`src/rtl/muldiv_pkg.sv`:
```
// Shared encodings for the HI/LO multiply/divide sequencer: opcodes, FSM states,
// division step count and the sign-aware 33x33 multiply helper.
package muldiv_pkg;

    localparam logic [1:0] OP_MULT  = 2'b00;
    localparam logic [1:0] OP_MULTU = 2'b01;
    localparam logic [1:0] OP_DIV   = 2'b10;
    localparam logic [1:0] OP_DIVU  = 2'b11;

    typedef enum logic [1:0] {
        ST_IDLE = 2'b00,
        ST_MUL  = 2'b01,
        ST_DIV  = 2'b10,
        ST_DONE = 2'b11
    } state_e;

    localparam int DIV_STEPS = 32;
    localparam int CNT_W     = 6;

    // Operands are extended to 33 bits (sign for MULT, zero for MULTU) so one
    // signed multiplier covers both; only the low 64 product bits are kept.
    function automatic logic [63:0] mul64(input logic [1:0] op,
                                          input logic [31:0] a,
                                          input logic [31:0] b);
        logic               sgn;
        logic signed [32:0] ea;
        logic signed [32:0] eb;
        logic signed [63:0] p;
        sgn = (op == OP_MULT);
        ea  = {sgn & a[31], a};
        eb  = {sgn & b[31], b};
        p   = 64'(ea) * 64'(eb);
        return p;
    endfunction

endpackage

```
`src/rtl/muldiv_hilo_ctrl_div_step.sv`:
```
// One restoring-division step: shift the next dividend bit into the partial
// remainder and subtract the divisor when it fits.
module muldiv_div_step (
    input  logic [31:0] rem_i,
    input  logic [31:0] quo_i,
    input  logic [31:0] dvs_i,
    output logic [31:0] rem_o,
    output logic [31:0] quo_o
);

    logic [32:0] shifted;
    logic [32:0] diff;

    always_comb begin
        shifted = {rem_i, quo_i[31]};
        diff    = shifted - {1'b0, dvs_i};
        // A full 33-bit compare keeps divisor 0 correct: every bit then
        // subtracts zero, giving an all-ones quotient and remainder = dividend.
        if (shifted >= {1'b0, dvs_i}) begin
            rem_o = diff[31:0];
            quo_o = {quo_i[30:0], 1'b1};
        end else begin
            rem_o = shifted[31:0];
            quo_o = {quo_i[30:0], 1'b0};
        end
    end

endmodule

```
`src/rtl/muldiv_hilo_ctrl.sv`:
```
// Multi-cycle MULT/MULTU/DIV/DIVU sequencer owning the HI/LO pair.
// Optional macro MULDIV_EARLY_DIV0_EN: divide-by-zero finishes right after setup and pulses div0.
module muldiv_hilo_ctrl
    import muldiv_pkg::*;
#(
    parameter int MUL_LAT = 2
) (
    input  logic        clk,
    input  logic        rst,
    input  logic        start,
    input  logic [1:0]  op,
    input  logic [31:0] a,
    input  logic [31:0] b,
    input  logic        flush,
    input  logic        hi_we,
    input  logic        lo_we,
    input  logic [31:0] wdata,
    output logic        busy,
    output logic        done,
    output logic [31:0] hi,
    output logic [31:0] lo,
    output logic        div0,
    output logic [1:0]  dbg_state
);

    localparam logic [CNT_W-1:0] MUL_END = CNT_W'((MUL_LAT > 1) ? MUL_LAT - 2 : 0);
    localparam logic [CNT_W-1:0] DIV_END = CNT_W'(DIV_STEPS);

    state_e             state_q, state_d;
    logic [CNT_W-1:0]   cnt_q;
    logic [1:0]         op_q;
    logic [31:0]        a_q, b_q, rem_q, quo_q, dvs_q, hi_q, lo_q;
    logic [31:0]        abs_a, abs_b, step_rem, step_quo, fix_rem, fix_quo;
    logic [31:0]        res_hi, res_lo;
    logic [63:0]        product;
    logic               accept, res_we, a_neg, q_neg;

    // Accept handshake: start is taken only in IDLE/DONE and loses to flush.
    assign accept = start && !flush && (state_q == ST_IDLE || state_q == ST_DONE);
    assign busy   = (state_q == ST_MUL) || (state_q == ST_DIV);
    assign done   = (state_q == ST_DONE);
    assign hi     = hi_q;
    assign lo     = lo_q;
    assign dbg_state = state_q;

    // With MUL_LAT==1 the product is written on the accept edge from the live inputs.
    assign product = mul64(accept ? op : op_q, accept ? a : a_q, accept ? b : b_q);

    assign a_neg = (op_q == OP_DIV) && a_q[31];
    assign q_neg = (op_q == OP_DIV) && (a_q[31] ^ b_q[31]);
    assign abs_a = a_neg ? (~a_q + 32'd1) : a_q;
    assign abs_b = ((op_q == OP_DIV) && b_q[31]) ? (~b_q + 32'd1) : b_q;
    assign fix_quo = q_neg ? (~step_quo + 32'd1) : step_quo;
    assign fix_rem = a_neg ? (~step_rem + 32'd1) : step_rem;

    muldiv_div_step u_step (
        .rem_i (rem_q),
        .quo_i (quo_q),
        .dvs_i (dvs_q),
        .rem_o (step_rem),
        .quo_o (step_quo)
    );

`ifdef MULDIV_EARLY_DIV0_EN
    logic div0_d, div0_q;
    assign div0 = div0_q;
`else
    assign div0 = 1'b0;
`endif

    always_comb begin
        state_d = state_q;
        res_we  = 1'b0;
        res_hi  = product[63:32];
        res_lo  = product[31:0];
`ifdef MULDIV_EARLY_DIV0_EN
        div0_d  = 1'b0;
`endif
        case (state_q)
            ST_IDLE, ST_DONE: begin
                state_d = ST_IDLE;
                if (accept) begin
                    if (op[1]) begin
                        state_d = ST_DIV;
                    end else if (MUL_LAT == 1) begin
                        state_d = ST_DONE;
                        res_we  = 1'b1;
                    end else begin
                        state_d = ST_MUL;
                    end
                end
            end
            ST_MUL: begin
                if (flush) begin
                    state_d = ST_IDLE;
                end else if (cnt_q == MUL_END) begin
                    state_d = ST_DONE;
                    res_we  = 1'b1;
                end
            end
            ST_DIV: begin
                // cnt 0 is setup, 1..DIV_STEPS are steps; the sign fix rides the final edge.
                if (flush) begin
                    state_d = ST_IDLE;
`ifdef MULDIV_EARLY_DIV0_EN
                end else if (cnt_q == '0 && b_q == '0) begin
                    state_d = ST_DONE;
                    res_we  = 1'b1;
                    res_hi  = a_q;
                    res_lo  = a_neg ? 32'h0000_0001 : 32'hFFFF_FFFF;
                    div0_d  = 1'b1;
`endif
                end else if (cnt_q == DIV_END) begin
                    state_d = ST_DONE;
                    res_we  = 1'b1;
                    res_hi  = fix_rem;
                    res_lo  = fix_quo;
                end
            end
            default: state_d = ST_IDLE;
        endcase
    end

    always_ff @(posedge clk) begin
        if (rst) begin
            state_q <= ST_IDLE;
            cnt_q   <= '0;
            op_q    <= OP_MULT;
            a_q     <= '0;
            b_q     <= '0;
            rem_q   <= '0;
            quo_q   <= '0;
            dvs_q   <= '0;
            hi_q    <= '0;
            lo_q    <= '0;
        end else begin
            state_q <= state_d;
            if (accept) begin
                op_q  <= op;
                a_q   <= a;
                b_q   <= b;
                cnt_q <= '0;
            end else if (busy) begin
                cnt_q <= cnt_q + 1'b1;
            end
            if (state_q == ST_DIV) begin
                if (cnt_q == '0) begin
                    rem_q <= '0;
                    quo_q <= abs_a;
                    dvs_q <= abs_b;
                end else begin
                    rem_q <= step_rem;
                    quo_q <= step_quo;
                end
            end
            // A result write outranks MTHI/MTLO; those only land outside MUL/DIV.
            if (res_we) begin
                hi_q <= res_hi;
                lo_q <= res_lo;
            end else if (!busy) begin
                if (hi_we) hi_q <= wdata;
                if (lo_we) lo_q <= wdata;
            end
        end
    end

`ifdef MULDIV_EARLY_DIV0_EN
    always_ff @(posedge clk) begin
        if (rst) div0_q <= 1'b0;
        else     div0_q <= div0_d;
    end
`endif

endmodule

```
`config.mk`:
```
export PLATFORM = sky130hd
export DESIGN_NAME = muldiv_hilo_ctrl
export DESIGN_NICKNAME = d
export VERILOG_FILES = /design/src/rtl/muldiv_pkg.sv /design/src/rtl/muldiv_hilo_ctrl_div_step.sv /design/src/rtl/muldiv_hilo_ctrl.sv
export SDC_FILE = /design/constraint.sdc
export NUM_CORES = 2
export LEC_CHECK = 0
export BUFFER_PORTS_ARGS = -buffer_cell sky130_fd_sc_hd__buf_2
export CAP_MARGIN = 25
export CORE_MARGIN = 1
export CORE_UTILIZATION = 30
export CTS_BUF_LIST = sky130_fd_sc_hd__clkbuf_2 sky130_fd_sc_hd__clkbuf_4 sky130_fd_sc_hd__clkbuf_8
export DETAILED_ROUTE_END_ITERATION = 12
export PLACE_DENSITY = 0.46
export SLEW_MARGIN = 25
export SYNTH_ARGS = -nofsm -noshare
export SYNTH_HDL_FRONTEND = slang
export SYNTH_SLANG_ARGS = --single-unit
```
`constraint.sdc`:
```
create_clock -name clk -period 11.6 [get_ports clk]
set_clock_uncertainty 0.1 [all_clocks]
set_input_delay 1.16 -clock clk [delete_from_list [all_inputs] [get_ports clk]]
set_output_delay 1.16 -clock clk [all_outputs]
set_load 0.01 [all_outputs]
```
After elaboration in Yosys (flattened, before gate mapping)
Index checks and enable logic that the tools add are counted.

Bits in registers: 234. Word-level logic and storage cells: 87. Output and inout port bits: 69.

Multiply operators: 1. Eq/ne operators: 8. Reductions and logical operators: 19. Muxes and demuxes: 35. Magnitude comparators: 1. $add $sub $neg: 6. Bitwise operators: 7.

Operators with widths (number): $mux 32 (21); $add 32x1->32 const B (4); $not 32->32 (4); $mul 33x33->64 (1); $ge 33x32->1 (1); $sub 32x32->32 (1); $mux 2 (7); $reduce_and 2->1 (4); $add 6x1->6 const B (1); $eq 2x2->1 const B (3); $eq 6x6->1 const B (1); $logic_not 6->1 (1); $pmux 2 s3 (1); $logic_and 1x1->1 (5); $mux 1 (5); $logic_not 2->1 (2); $reduce_bool 2->1 (2); $reduce_or 2->1 (2); $ne 3x2->1 const B (1); $ne 3x3->1 const B (1); $and 1x1->1 (2); $eq 2x1->1 const B (1); $logic_or 1x1->1 (2); $ne 2x1->1 const B (1); other kinds (3) (3).

Depth between registers and ports, before layout
Depth in word-level cells: 11. Depth in mapped cells: 37.

Cells and area by module
A second synthesis with hierarchy kept.

Cells, all modules: 6193. Area total of the unflattened synthesis: 52860.7 µm².

By module, submodules not included: muldiv_hilo_ctrl (sequential area each 4684.5 µm², cells each 5839, area each 50297.0 µm², instances 1); muldiv_div_step (sequential area each 0.0 µm², cells each 354, area each 2563.7 µm², instances 1).

Worst setup path after synthesis
No wires, ideal clock.

Path type: input-to-reg. Start point: in flush. End point: reg hi_q[29], in the netlist hi[29]. Required time: 11.404 ns. Setup slack: 1.277 ns. Arrival time: 10.128 ns. Setup time: 0.096 ns. Buffers on the path: 4. Cell stages on the path: 29. Cells stage by stage: nand3b_1 > clkbuf_1 > clkbuf_1 > buf_1 > buf_1 > mux2i_1 > nor2_1 > fa_1 > fa_1 > fa_1 > inv_1 > fa_1 > fa_1 > fa_1 > fa_1 > fa_1 > inv_1 > ha_1 > a21o_1 > a21o_1 > a21o_1 > a41o_1 > a21oi_1 > a21oi_1 > a211o_1 > a211o_1 > a221oi_1 > xor2_1 > a221oi_1.

Cells in the longest elaborated chain, start to end: 11. Elaborated cells on any way between the ends: 20. Classes of those cells: mul (1); eq/ne (1); mux (10); bitwise (2); reduce/logical (6).

Ends and longest elaborated chain: from (decl) (line muldiv_hilo_ctrl.sv:14) `input logic flush,`; $logic_not 1->1 (line muldiv_hilo_ctrl.sv:39) `assign accept = start && !flush && (state_q == ST_IDLE || state_q == ST_DONE);`; $logic_and 1x1->1 (2 in series) (line muldiv_hilo_ctrl.sv:39); $mux 2; $logic_not 2->1 (line muldiv_pkg.sv:29) `sgn = (op == OP_MULT);`; $and 1x1->1, on equally long branches (line muldiv_pkg.sv:30, muldiv_pkg.sv:31); $mul 33x33->64 (line muldiv_pkg.sv:32) `p = 64'(ea) * 64'(eb);`; $mux 32 (line muldiv_hilo_ctrl.sv:113) `end else if (cnt_q == DIV_END) begin`; $mux 32 (line muldiv_hilo_ctrl.sv:103) `if (flush) begin`; $mux 32 (line muldiv_hilo_ctrl.sv:79) `case (state_q)`; $mux 32 (line muldiv_hilo_ctrl.sv:157) `if (res_we) begin`; to (signal assigned) (line muldiv_hilo_ctrl.sv:158) `hi_q <= res_hi;`; to (signal assigned) (line muldiv_hilo_ctrl.sv:161) `if (hi_we) hi_q <= wdata;`; to (decl) (line muldiv_hilo_ctrl.sv:32) `logic [31:0] a_q, b_q, rem_q, quo_q, dvs_q, hi_q, lo_q;`.

Several ways; a longest one is shown, not always the timed one. A chain may end at the register's enable or synchronous reset.

Final worst setup path
Start point: reg state_q[0], in the netlist dbg_state[0]. End point: reg hi_q[12], in the netlist hi[12].

Cells in the longest elaborated chain, start to end: 11. Elaborated cells on any way between the ends: 22. Classes of those cells: mul (1); eq/ne (4); mux (8); bitwise (2); reduce/logical (7).

Ends and longest elaborated chain: from (decl) (line muldiv_hilo_ctrl.sv:29) `state_e state_q, state_d;`; from (signal assigned) (line muldiv_hilo_ctrl.sv:137) `state_q <= state_d;`; $eq 2x2->1 or $logic_not 2->1 (tied branches) (line muldiv_hilo_ctrl.sv:39); $logic_or 1x1->1 (line muldiv_hilo_ctrl.sv:39); $logic_and 1x1->1 (line muldiv_hilo_ctrl.sv:39); $mux 2; $logic_not 2->1 (line muldiv_pkg.sv:29); $and 1x1->1, on equally long branches (line muldiv_pkg.sv:30, muldiv_pkg.sv:31); $mul 33x33->64 (line muldiv_pkg.sv:32); $mux 32 (line muldiv_hilo_ctrl.sv:113); $mux 32 (line muldiv_hilo_ctrl.sv:103); $mux 32 (line muldiv_hilo_ctrl.sv:79); $mux 32 (line muldiv_hilo_ctrl.sv:157).

Several ways; a longest one is shown, not always the timed one.

==> impl_metrics.csv <==
group,metric,value,unit
run_status,status,"finished, final reports clean",
synth,synth_commonest_cells,"inv_1, fa_1, nand2_1",
global_routing,grt_start_max_net_pins,87,
clock_tree,clk_pin_slew,70,ps
sta,rsz0062_at_grt,"no",
synth,ys_types,92,
worst_setup_path,r2r_start,"dbg_state[0]",
synth,synth-seq-cells,234,
sta,slew_viol_final,0,
sta,worst_pin_slew,1040,ps
floorplan,start_util,30.2,%
global_routing,antenna_found_initial,6,
drt,ant_nets,0,
sta,fin_crit_sh,92.7,%
synth,synthTopCellsByArea,"fa_1, inv_1, dfxtp_1",
global_routing,grt_overflow_total,0,
worst_setup_path,cp-end-kind,"register",
global_routing,grt_pass1_wl,305000,microns
worst_setup_path,crit_arrival,11110,ps
floorplan,die_area,177000,sq um
floorplan,core.rowCount,153,
layout,multi_input_area,42100,sq um
worst_setup_path,reg2reg_slack,850,ps
worst_setup_path,path_class,"register to register",
synth,synthFlopType,"dfxtp_1",
synth,yosysTopAreaCell,"fa_1",
layout,drive_gt1_share,9.72,%
synth,synth_top_area_share,42.8,%
layout,nets,7871,
worst_setup_path,crit_top_cell,"fa_1",
floorplan,die_w,421,microns
synth,synth-seq-area-share,8.89,%
clock_tree,clock_path_buffers,3,
worst_setup_path,crit_fanout,38,
global_routing,grt_pass1_vias,44741,
clock_tree,cts_tree,"done",
layout,seqCellArea,4680,sq um
sta,period_minus_slack,10750,ps
placed_design,gp_congestion,0.951,
worst_setup_path,cp_slowest_cell,"xnor2_1",
hold_path,hp-class,"register to register",
synth,synth.most_common_cell,"inv_1",
drt,vias_per_cell,4.97,
placed_design,place.port_buffers,171,
power_and_ir_drop,ir_worst_vdd,0.163,mV
clock_tree,htreeDepth,2,
layout,syn_to_final_growth,10.9,%
layout,fillCellCount,18610,
clock_tree,cts.sinks,234,
floorplan,ios,173,
sta,setup_violations,0,
drt,wl_per_cell,23.6,microns
synth,syn_area,52700,sq um
flow_run,drv_cap,0,
sta,fin_setup_tns,0,ps
hold_path,hold-path-endpoint,"dvs_q[30]",
floorplan,die_h,421,microns
synth,syn_nets,7711,
global_routing,track_usage,23.2,%
power_and_ir_drop,leakagePower,27.0,nW
worst_setup_path,required,11960,ps
sta,hold_viol_final,0,
clock_tree,root_buffer,"clkbuf_8",
drt,drtIter0Drc,3593,
worst_setup_path,cp-start-kind,"register",
power_and_ir_drop,p_per_area,160,nW/um^2
clock_tree,ctsHoldBuffers,0,
worst_setup_path,cp_slowest_stage_delay,730,ps
drt,routed_wl,207000,microns
power_and_ir_drop,power,9.34,mW
hold_path,whs_path_depth,2,
worst_setup_path,reg2regPathDepth,33,
clock_tree,insertion_delay,660,ps
drt,firstDrtPassIters,6,
sta,fmax,93.0,MHz
placed_design,dp_hpwl,173000,microns
floorplan,core_area,174000,sq um
synth,syn_inst,6228,
synth,synth.avg_cell_area,8.46,sq um
drt,num_vias,43462,
sta,maxSlewHeadroom,30.3,%
synth,yosysWarnings,0,
clock_tree,numCtsBuffers,45,
hold_path,hold_start,"dvs_q[30]",
synth,synth-edff-count,0,
drt,drc,0,
worst_setup_path,r2r_end,"hi[12]",
clock_tree,cts.repair.resized,0,
synth,async_flop_share,0,%
clock_tree,postCtsSetupRepairBufs,0,
-- power by group --
group          internal (mW)  leakage (nW)  switching, mW
clock network          0.568         0.547          0.421
registers              0.846          1.91         0.0494
logic                   2.58          24.5           4.88
-- metal layers --
| metal | vias to the layer above | track usage, % | wire length, microns |
|---|---|---|---|
| li1 | 19382 | - | - |
| met1 | 22299 | 33.0 | 92900 |
| met2 | 1526 | 36.5 | 92200 |
| met3 | 255 | 2.53 | 12800 |
| met4 | 0 | 8.18 | 8600 |
| met5 | - | 0 | 0 |
-- worst max path at each step --
| stage | from | end | slack [ps] |
|---|---|---|---|
| floorplan | flush | hi[29] | 1280 |
| global placement | flush | hi[12] | 510 |
| detailed placement | flush | hi[12] | 500 |
| CTS | dbg_state[0] | hi[29] | 950 |
| global route | dbg_state[0] | hi[29] | 460 |
| finish | dbg_state[0] | hi[12] | 850 |
-- metrics by stage --
step	worst slack (ps)	hold WS, ps	instances	cell area, sq um	util, %
floorplan	1280	332	6228	52700	-
detailed placement	503	356	8666	57400	32.9
global placement	510	351	8666	57400	32.9
global route	457	382	8747	58400	33.5
finish	852	359	8750	58400	33.5
CTS	948	363	8746	58400	33.5
-- cell usage in the layout, fill, tap and decap left out, types with 10 or more instances in the layout --
master / count
dfxtp_1: 234
buf_2: 170
and2_1: 24
nor2b_1: 15
or4_1: 10
nor2_1: 641
nand4_1: 13
buf_4: 247
nand2_1: 1051
o21ai_0: 107
clkbuf_4: 11
o211ai_1: 17
a21oi_1: 185
a311oi_1: 44
xor2_1: 93
nor4_1: 20
mux2i_1: 90
or3_1: 22
nand2b_1: 17
clkbuf_8: 58
ha_1: 253
xnor2_1: 115
nand3_1: 23
nor3_1: 47
fa_1: 1126
mux2_2: 66
a22oi_1: 15
a31oi_1: 37
and3_1: 24
inv_1: 1265
o31ai_1: 28
a21o_1: 50
a221oi_1: 13
o21a_1: 19
a211oi_1: 100
-- sequential cells by signal (all words and copies together), names as in the netlist --
| register | cells |
|---|---|
| hi | 32 |
| dbg_state | 2 |
| quo_q | 32 |
| op_q | 2 |
| rem_q | 32 |
| b_q | 32 |
| dvs_q | 32 |
| lo | 32 |
| cnt_q | 6 |
| a_q | 32 |
-- final cells by class --
| cell class | instances | share of cell area [%] |
|---|---|---|
| Tap cell | 2325 | 4.98 |
| Sequential cell | 234 | 8.02 |
| Antenna cell | 4 | 0.0171 |
| Multi-Input combinational cell | 4413 | 72.1 |
| Timing Repair Buffer | 426 | 4.93 |
| Clock buffer | 68 | 1.48 |
| Inverter | 1268 | 8.15 |
| Clock inverter | 12 | 0.296 |
-- worst max-delay path: cells and delay by family (launching register included) --
| family | cells | cell delay [ps] |
|---|---|---|
| multiplexers | 1 | 520 |
| buffers and inverters | 10 | 1500 |
| adder cells (fa/ha/maj) | 10 | 4680 |
| AND/OR/NAND/NOR | 4 | 700 |
| AO/OA/AOI/OAI | 7 | 1770 |
| XOR/XNOR | 1 | 730 |
| flip-flops | 1 | 430 |
-- cell families after synthesis --
kind of cell / synth area share [%]
and+or+nand+nor: 15.2
other: 0.00712
muxes: 3.33
xor gates and xnor gates: 3.46
adders and majority gates: 48.8
DFF: 8.89
buffers and inverters: 11.3
AOI/OAI and AO/OA: 9.04
No activity file was read; power rests on OpenSTA's default activity.
